===== src/rtl/mem_arbiter.sv =====
// Two-master (fetch/data) arbiter in front of the single-port memory; holds the granted command for the whole transaction.
// Latency: request sampled in IDLE drives mem strobes next cycle; resp/rdata forwarded combinationally; one COOLDOWN cycle follows.
// Backpressure: masters hold requests until their resp; MEM_ARBITER_ROUND_ROBIN_EN swaps fixed data priority for alternation.
module mem_arbiter #(
    parameter int ADDR_W = 16,
    parameter int DATA_W = 16
) (
    input  logic                clk,
    input  logic                rst,
    input  logic                i_read,
    input  logic [ADDR_W-1:0]   i_address,
    output logic                i_resp,
    output logic [DATA_W-1:0]   i_rdata,
    input  logic                d_read,
    input  logic                d_write,
    input  logic [DATA_W/8-1:0] d_byte_enable,
    input  logic [ADDR_W-1:0]   d_address,
    input  logic [DATA_W-1:0]   d_wdata,
    output logic                d_resp,
    output logic [DATA_W-1:0]   d_rdata,
    output logic                mem_read,
    output logic                mem_write,
    output logic [DATA_W/8-1:0] mem_byte_enable,
    output logic [ADDR_W-1:0]   mem_address,
    output logic [DATA_W-1:0]   mem_wdata,
    input  logic                mem_resp,
    input  logic [DATA_W-1:0]   mem_rdata
);

    typedef enum logic [1:0] {
        IDLE     = 2'd0,
        BUSY_I   = 2'd1,
        BUSY_D   = 2'd2,
        COOLDOWN = 2'd3
    } state_t;

    state_t                state_q;
    state_t                state_d;
    logic                  grant_i;
    logic                  grant_d;
    logic                  d_req;
    logic                  busy;

    logic                  cmd_read;
    logic                  cmd_write;
    logic [DATA_W/8-1:0]   cmd_be;
    logic [ADDR_W-1:0]     cmd_addr;
    logic [DATA_W-1:0]     cmd_wdata;

    assign d_req = d_read | d_write;

`ifdef MEM_ARBITER_ROUND_ROBIN_EN
    // 1 = data port won the most recent grant
    logic last_grant_d;

    always_ff @(posedge clk) begin
        if (rst) begin
            last_grant_d <= 1'b0;
        end else if (grant_d) begin
            last_grant_d <= 1'b1;
        end else if (grant_i) begin
            last_grant_d <= 1'b0;
        end
    end

    always_comb begin
        grant_d = 1'b0;
        grant_i = 1'b0;
        if (state_q == IDLE) begin
            grant_d = d_req & (~i_read | ~last_grant_d);
            grant_i = i_read & ~grant_d;
        end
    end
`else
    always_comb begin
        grant_d = 1'b0;
        grant_i = 1'b0;
        if (state_q == IDLE) begin
            grant_d = d_req;
            grant_i = i_read & ~d_req;
        end
    end
`endif

    always_comb begin
        state_d = state_q;
        case (state_q)
            IDLE: begin
                if (grant_d) begin
                    state_d = BUSY_D;
                end else if (grant_i) begin
                    state_d = BUSY_I;
                end
            end
            BUSY_I, BUSY_D: begin
                if (mem_resp) begin
                    state_d = COOLDOWN;
                end
            end
            COOLDOWN: state_d = IDLE;
            default:  state_d = IDLE;
        endcase
    end

    always_ff @(posedge clk) begin
        if (rst) begin
            state_q   <= IDLE;
            cmd_read  <= 1'b0;
            cmd_write <= 1'b0;
            cmd_be    <= '0;
            cmd_addr  <= '0;
            cmd_wdata <= '0;
        end else begin
            state_q <= state_d;
            if (grant_d) begin
                // simultaneous read+write is treated as a write
                cmd_read  <= d_read & ~d_write;
                cmd_write <= d_write;
                cmd_be    <= d_byte_enable;
                cmd_addr  <= d_address;
                cmd_wdata <= d_wdata;
            end else if (grant_i) begin
                cmd_read  <= 1'b1;
                cmd_write <= 1'b0;
                cmd_be    <= '1;
                cmd_addr  <= i_address;
                cmd_wdata <= '0;
            end
        end
    end

    assign busy            = (state_q == BUSY_I) || (state_q == BUSY_D);
    assign mem_read        = busy & cmd_read;
    assign mem_write       = busy & cmd_write;
    assign mem_byte_enable = cmd_be;
    assign mem_address     = cmd_addr;
    assign mem_wdata       = cmd_wdata;

    assign i_resp  = (state_q == BUSY_I) & mem_resp;
    assign d_resp  = (state_q == BUSY_D) & mem_resp;
    assign i_rdata = mem_rdata;
    assign d_rdata = mem_rdata;

endmodule

===== config.mk =====
export PLATFORM = sky130hd
export DESIGN_NAME = mem_arbiter
export DESIGN_NICKNAME = d
export VERILOG_FILES = /design/src/rtl/mem_arbiter.sv
export SDC_FILE = /design/constraint.sdc
export NUM_CORES = 1
export LEC_CHECK = 0
export BUFFER_PORTS_ARGS = -buffer_cell sky130_fd_sc_hd__buf_2
export CORE_AREA = 2 2 83 61
export CTS_BUF_LIST = sky130_fd_sc_hd__clkbuf_4
export DETAILED_ROUTE_END_ITERATION = 8
export DIE_AREA = 0 0 85 63
export HOLD_SLACK_MARGIN = 0.05
export PLACE_DENSITY_LB_ADDON = 0.2
export SLEW_MARGIN = 20
export SYNTH_ARGS = -nofsm -noshare
export SYNTH_HDL_FRONTEND = slang
export SYNTH_SLANG_ARGS = --single-unit
export TNS_END_PERCENT = 10

===== constraint.sdc =====
create_clock -name clk -period 2.38 [get_ports clk]
set_clock_uncertainty 0.15 [all_clocks]
set_input_delay 0.119 -clock clk [delete_from_list [all_inputs] [get_ports clk]]
set_output_delay 0.119 -clock clk [all_outputs]
set_load 0.01 [all_outputs]

# Word-level counts from Yosys, hierarchy flattened

Cells that the tools add are included.

Equality and inequality tests: 5
Bitwise gates (word level): 9
Reductions and logical operators: 5
Mux-type cells: 16

Operator list:

| operator                                                              | count |
|---|---|
| 16-bit 2-to-1 mux                                                     | 4 |
| 2-bit 2-to-1 mux                                                      | 5 |
| 1-bit AND                                                             | 6 |
| 1-bit 2-to-1 mux                                                      | 6 |
| 2-bit case mux with 3 select lines                                    | 1 |
| 2-bit equality test, second input constant                            | 2 |
| 3-bit inequality test, second input constant                          | 1 |
| 2-bit by 1-bit equality test with 1-bit output, second input constant | 1 |
| 2-bit logical NOT                                                     | 1 |
| 2-bit inequality test, second input constant                          | 1 |
| 1-bit inverter                                                        | 2 |
| 2-bit AND reduction                                                   | 1 |
| 2-bit nonzero test                                                    | 1 |
| 2-bit OR reduction                                                    | 1 |
| 1-bit logical OR                                                      | 1 |
| 1-bit OR                                                              | 1 |

Input bits: 72
Output and inout port bits: 70
Bits in registers: 38
Word-level logic and storage cells: 41

# Logic depth before layout (Yosys ltp)

Depth after elaboration: 7
Mapped depth: 7
Gate-level depth less buffers: 5

# Worst setup path before layout

No wires, ideal clock.

Path kind: register to register
From: register state_q[0]
To: register cmd_addr[6], in the netlist mem_address[6]
Library setup time: 147 ps
Clock period less this slack: 1613 ps
Arrival: 1316 ps
Path buffers: 2
Setup slack: 767 ps
Cell stages (with the launch flop): 6
Data required time: 2083 ps
Cells stage by stage: dfxtp_1 inv_1 ha_1 buf_2 clkbuf_1 a211oi_1

Longest elaborated chain between the ends: 3
Elaborated cells on any way between the ends: 5
Classes of those cells: mux: 3; reduce/logical: 2

Ends and longest elaborated chain:

| element                                                        | line | text |
|---|---|---|
| start: declaration                                             | 37   | `state_t state_q;` |
| start signal: assignment                                       | 114  | `state_q <= state_d;` |
| 2-bit logical NOT (*)                                          | 78   | `if (state_q == IDLE) begin` |
| 1-bit 2-to-1 mux                                               | 78   |  |
| 16-bit 2-to-1 mux / 2-bit nonzero test (equally long branches) | --   |  |
| end signal: assignment                                         | 120  | `cmd_addr <= d_address;` |
| end signal: assignment                                         | 126  | `cmd_addr <= i_address;` |
| end: declaration                                               | 47   | `logic [ADDR_W-1:0] cmd_addr;` |

Mark *: on every way between the ends. The rest lies on a longest branch, timed or not.
A chain may end at the register's enable or synchronous reset.

# Final worst setup path

From: register state_q[0]
To: register cmd_wdata[1], in the netlist mem_wdata[1]

Longest elaborated chain between the ends: 3
Elaborated cells on any way between the ends: 5
Classes of those cells: mux: 3; reduce/logical: 2

Ends and longest elaborated chain:

| element                                                        | line | text |
|---|---|---|
| 2-bit logical NOT (*)                                          | 78   |  |
| 1-bit 2-to-1 mux                                               | 78   |  |
| 16-bit 2-to-1 mux / 2-bit nonzero test (equally long branches) | --   |  |
| end signal: assignment                                         | 121  | `cmd_wdata <= d_wdata;` |
| end: declaration                                               | 48   | `logic [DATA_W-1:0] cmd_wdata;` |

Marked as above.

==> summary.md <==
| Metric | Value |
|---|---|
| Die X | 85 um |
| Tot GR Track Use | 20.1% |
| Fin. Hold Viols | 0 |
| # DRC | 0 |
| Num CTS Buffers | 5 |
| Share of the synthesized area in the top cell type | 37.8% |
| WL/cell | 15.0 um |
| Sink Count | 38 |
| CP Max Fanout | 20 |
| Antenna violations before repair | 0 |
| Placer congestion estimate | 0.777 |
| Max Freq | 547 MHz |
| Nets | 365 |
| Core footprint | 0.00460 mm2 |
| Synth area leader | dfxtp_1 |
| Peak VDD IR | 0.357 mV |
| Setup Viol. Count Final | 0 |
| Post-DP HPWL | 3370 um |
| ANT cells | 0 |
| Net Count, Synth | 274 |
| CP bufs+invs | 2 |
| FF+latch count, synth | 38 |
| Tmin final | 1.83 ns |
| Placed cell areas | 0.00222 mm2 |
| Reg clk slew, reported paths | 0.12 ns |
| CP required | 2.49 ns |
| Seq/Total Area, Yosys | 37.8% |
| Tcrit/Tclk final | 76.8% |
| Initial Util | 43.8% |
| Fill cells | 426 |
| CP max stage delay | 0.44 ns |
| Slew @ Worst Pin | 0.691 ns |
| Routed via count | 1756 |
| Die Ht | 63 um |
| Port bufs | 93 |
| RSZ-0062 raised after global routing | no |
| Layout cells sized above 1 | 43.0% |
| Area Growth Syn to Fin | 30.1% |
| Syn. warnings | 0 |
| Fin util | 57.0% |
| Crit end category | flop |
| Top cells by count, synth | 38 x dfxtp_1, 32 x buf_4, 16 x a22o_1, 16 x or4b_1 |
| Fraction of registers with async set/reset | 0% |
| Mapped Cells | 199 |
| Latest clock arrival within the worst-skew pair | 0.35 ns |
| DR vias/cell | 5.05 |
| Syn Area/Cell | 10.1 um2 |
| Status | finished clean |
| Crit-path cells | inv_1 -> ha_1 -> buf_4 -> o31a_4 -> nor2_8 -> a22o_1 |
| Die area | 0.00536 mm2 |
| Num ports | 142 |
| Post-route setup TNS | 0 ns |
| CTS tree | built |
| H-Tree Level Count | 2 |
| CP max stage cell | o31a_4 |
| Static Leak | 0.00121 uW |
| Worst path top cell family by delay | compound AO/OA/AOI/OAI gates |
| Synthesized area | 0.00201 mm2 |
| Root buf cell | clkbuf_4 |
| Drt pass-1 iters | 4 |
| Synth unique cells | 31 |
| Detail Route Antenna Nets | 0 |
| First-pass GRT wire length | 8620 um |
| Largest net degree at the start of global routing | 25 |
| WP data arrival | 1.94 ns |
| Maxcap violations | 0 |
| Final Slew Violations | 0 |
| Setup crit start kind | flop |
| Main synth FF type | dfxtp_1 |
| Setup Crit Path Kind | flop to flop |
| Slew HR | 53.9% |
| EDFF count, synth | 0 |
| Hold Crit Class | input pin to flop |
| Clock tree buffer depth | 2 |
| PD cells | 943 mW/mm2 |
| Total wire length | 5210 um |
| Most numerous cell in the Yosys netlist | dfxtp_1 |
| Remaining Overflow, GRT | 0 |
| Final Cell Area | 0.00262 mm2 |
| Initial DRC count | 82 |
| Synth area leaders | dfxtp_1 38%, buf_4 12%, or4b_1 8.0% |
| Vias in the first global route | 1769 |
| FP Rows | 21 |
## report_power, final
part           internal (uW)  total, uW  switching, uW
Combinational            521       1180            658
Sequential               840        960            119
Clock                    110        333            223
## tightest hold or removal path: cells and delay by family
family | cells | cell delay (ns)
and+or+nand+nor | 1 | 0.12
buffers and inverters | 1 | 0.21
AOI/OAI and AO/OA | 1 | 0.07
## kinds of logic (layout without fill, tap and decap cells)
kind of cell	count (synthesis)	in the layout	synth area share (%)
simple gates	52	52	19.9
compound gates	56	56	22.2
buf+inv	50	142	18.3
flops	38	38	37.8
fa+ha+maj	3	3	1.86
## stage by stage
stage                     std cells  setup WS (ns)  hold slack [ns]  power (uW)
after detailed placement        305          0.548           0.0881        2110
after global placement          305          0.610           0.0881        2100
after floorplan                 199          0.767            0.102        1860
final                           348          0.553           0.0658        2470
after global routing            348          0.411           0.0880        2650
after CTS                       348          0.544           0.0545        2480
## sequential cells by signal (all words and copies together), names as in the netlist
signal and flops:
cmd_read 1, cmd_write 1, mem_address 16, mem_byte_enable 2, mem_wdata 16, state_q 2
## area by class of cell
| class | instances | area (um2) | share of cell area (%) |
|---|---|---|---|
| Timing Repair Buffer | 131 | 838 | 32.0 |
| Clock buffer | 5 | 37.5 | 1.43 |
| Sequential cell | 38 | 761 | 29.0 |
| Multi-Input combinational cell | 111 | 885 | 33.8 |
| Tap cell | 57 | 71.3 | 2.72 |
| Inverter | 3 | 11.3 | 0.430 |
| Clock inverter | 3 | 16.3 | 0.621 |
## metal layers
metal	wire length [um]	vias up	GRT usage, %
li1	-	871	-
met4	93	0	8.33
met1	2270	803	25.1
met3	389	17	6.08
met2	2450	65	32.1
met5	0	-	0
## placed cells by master (no fill, tap or decap)
| cell type | synthesis | final |
|---|---|---|
| clkinvlp_4 | 0 | 1 |
| o2bb2ai_1 | 1 | 1 |
| dfxtp_1 | 38 | 38 |
| nand2_1 | 2 | 2 |
| a22o_1 | 16 | 16 |
| o21ai_0 | 13 | 13 |
| clkinv_2 | 0 | 1 |
| o31a_4 | 1 | 1 |
| nor2_2 | 4 | 4 |
| inv_1 | 3 | 3 |
| a211oi_1 | 10 | 10 |
| nor2_4 | 8 | 8 |
| buf_4 | 32 | 3 |
| nor2_8 | 1 | 1 |
| dlygate4sd3_1 | 0 | 35 |
| buf_2 | 4 | 93 |
| clkbuf_4 | 0 | 5 |
| clkinv_1 | 0 | 1 |
| and2_1 | 4 | 4 |
| o21ai_1 | 4 | 4 |
| or4b_1 | 16 | 16 |
| nor3b_1 | 1 | 1 |
| nor2b_1 | 1 | 1 |
| nor2_1 | 13 | 13 |
| ha_1 | 3 | 3 |
| a21o_1 | 1 | 1 |
| a31o_2 | 1 | 1 |
| a2111oi_0 | 1 | 1 |
| a22oi_1 | 1 | 1 |
| nor3_1 | 2 | 2 |
| a211oi_2 | 7 | 7 |
## path summary, 6_finish.rpt
check	startpoint	to	slack, ns	cells past startpoint
setup / recovery	state_q[0]$_SDFFE_PP0P_	mem_wdata[1]$_SDFFE_PP0P_	0.55	6
hold / removal	d_write	cmd_write$_SDFFE_PP0P_	0.07	3
setup reg to reg	state_q[0]$_SDFFE_PP0P_	mem_wdata[1]$_SDFFE_PP0P_	0.55	6
hold reg to reg	cmd_write$_SDFFE_PP0P_	cmd_write$_SDFFE_PP0P_	0.32	1
## timing repair
action | in CTS | in global routing
hold buffers | 35 | 0
endpoints found under the hold margin | 35 | 0
setup buffers | 0 | 0
resized for setup | 0 | 0
(Power assumes the default switching activity.)
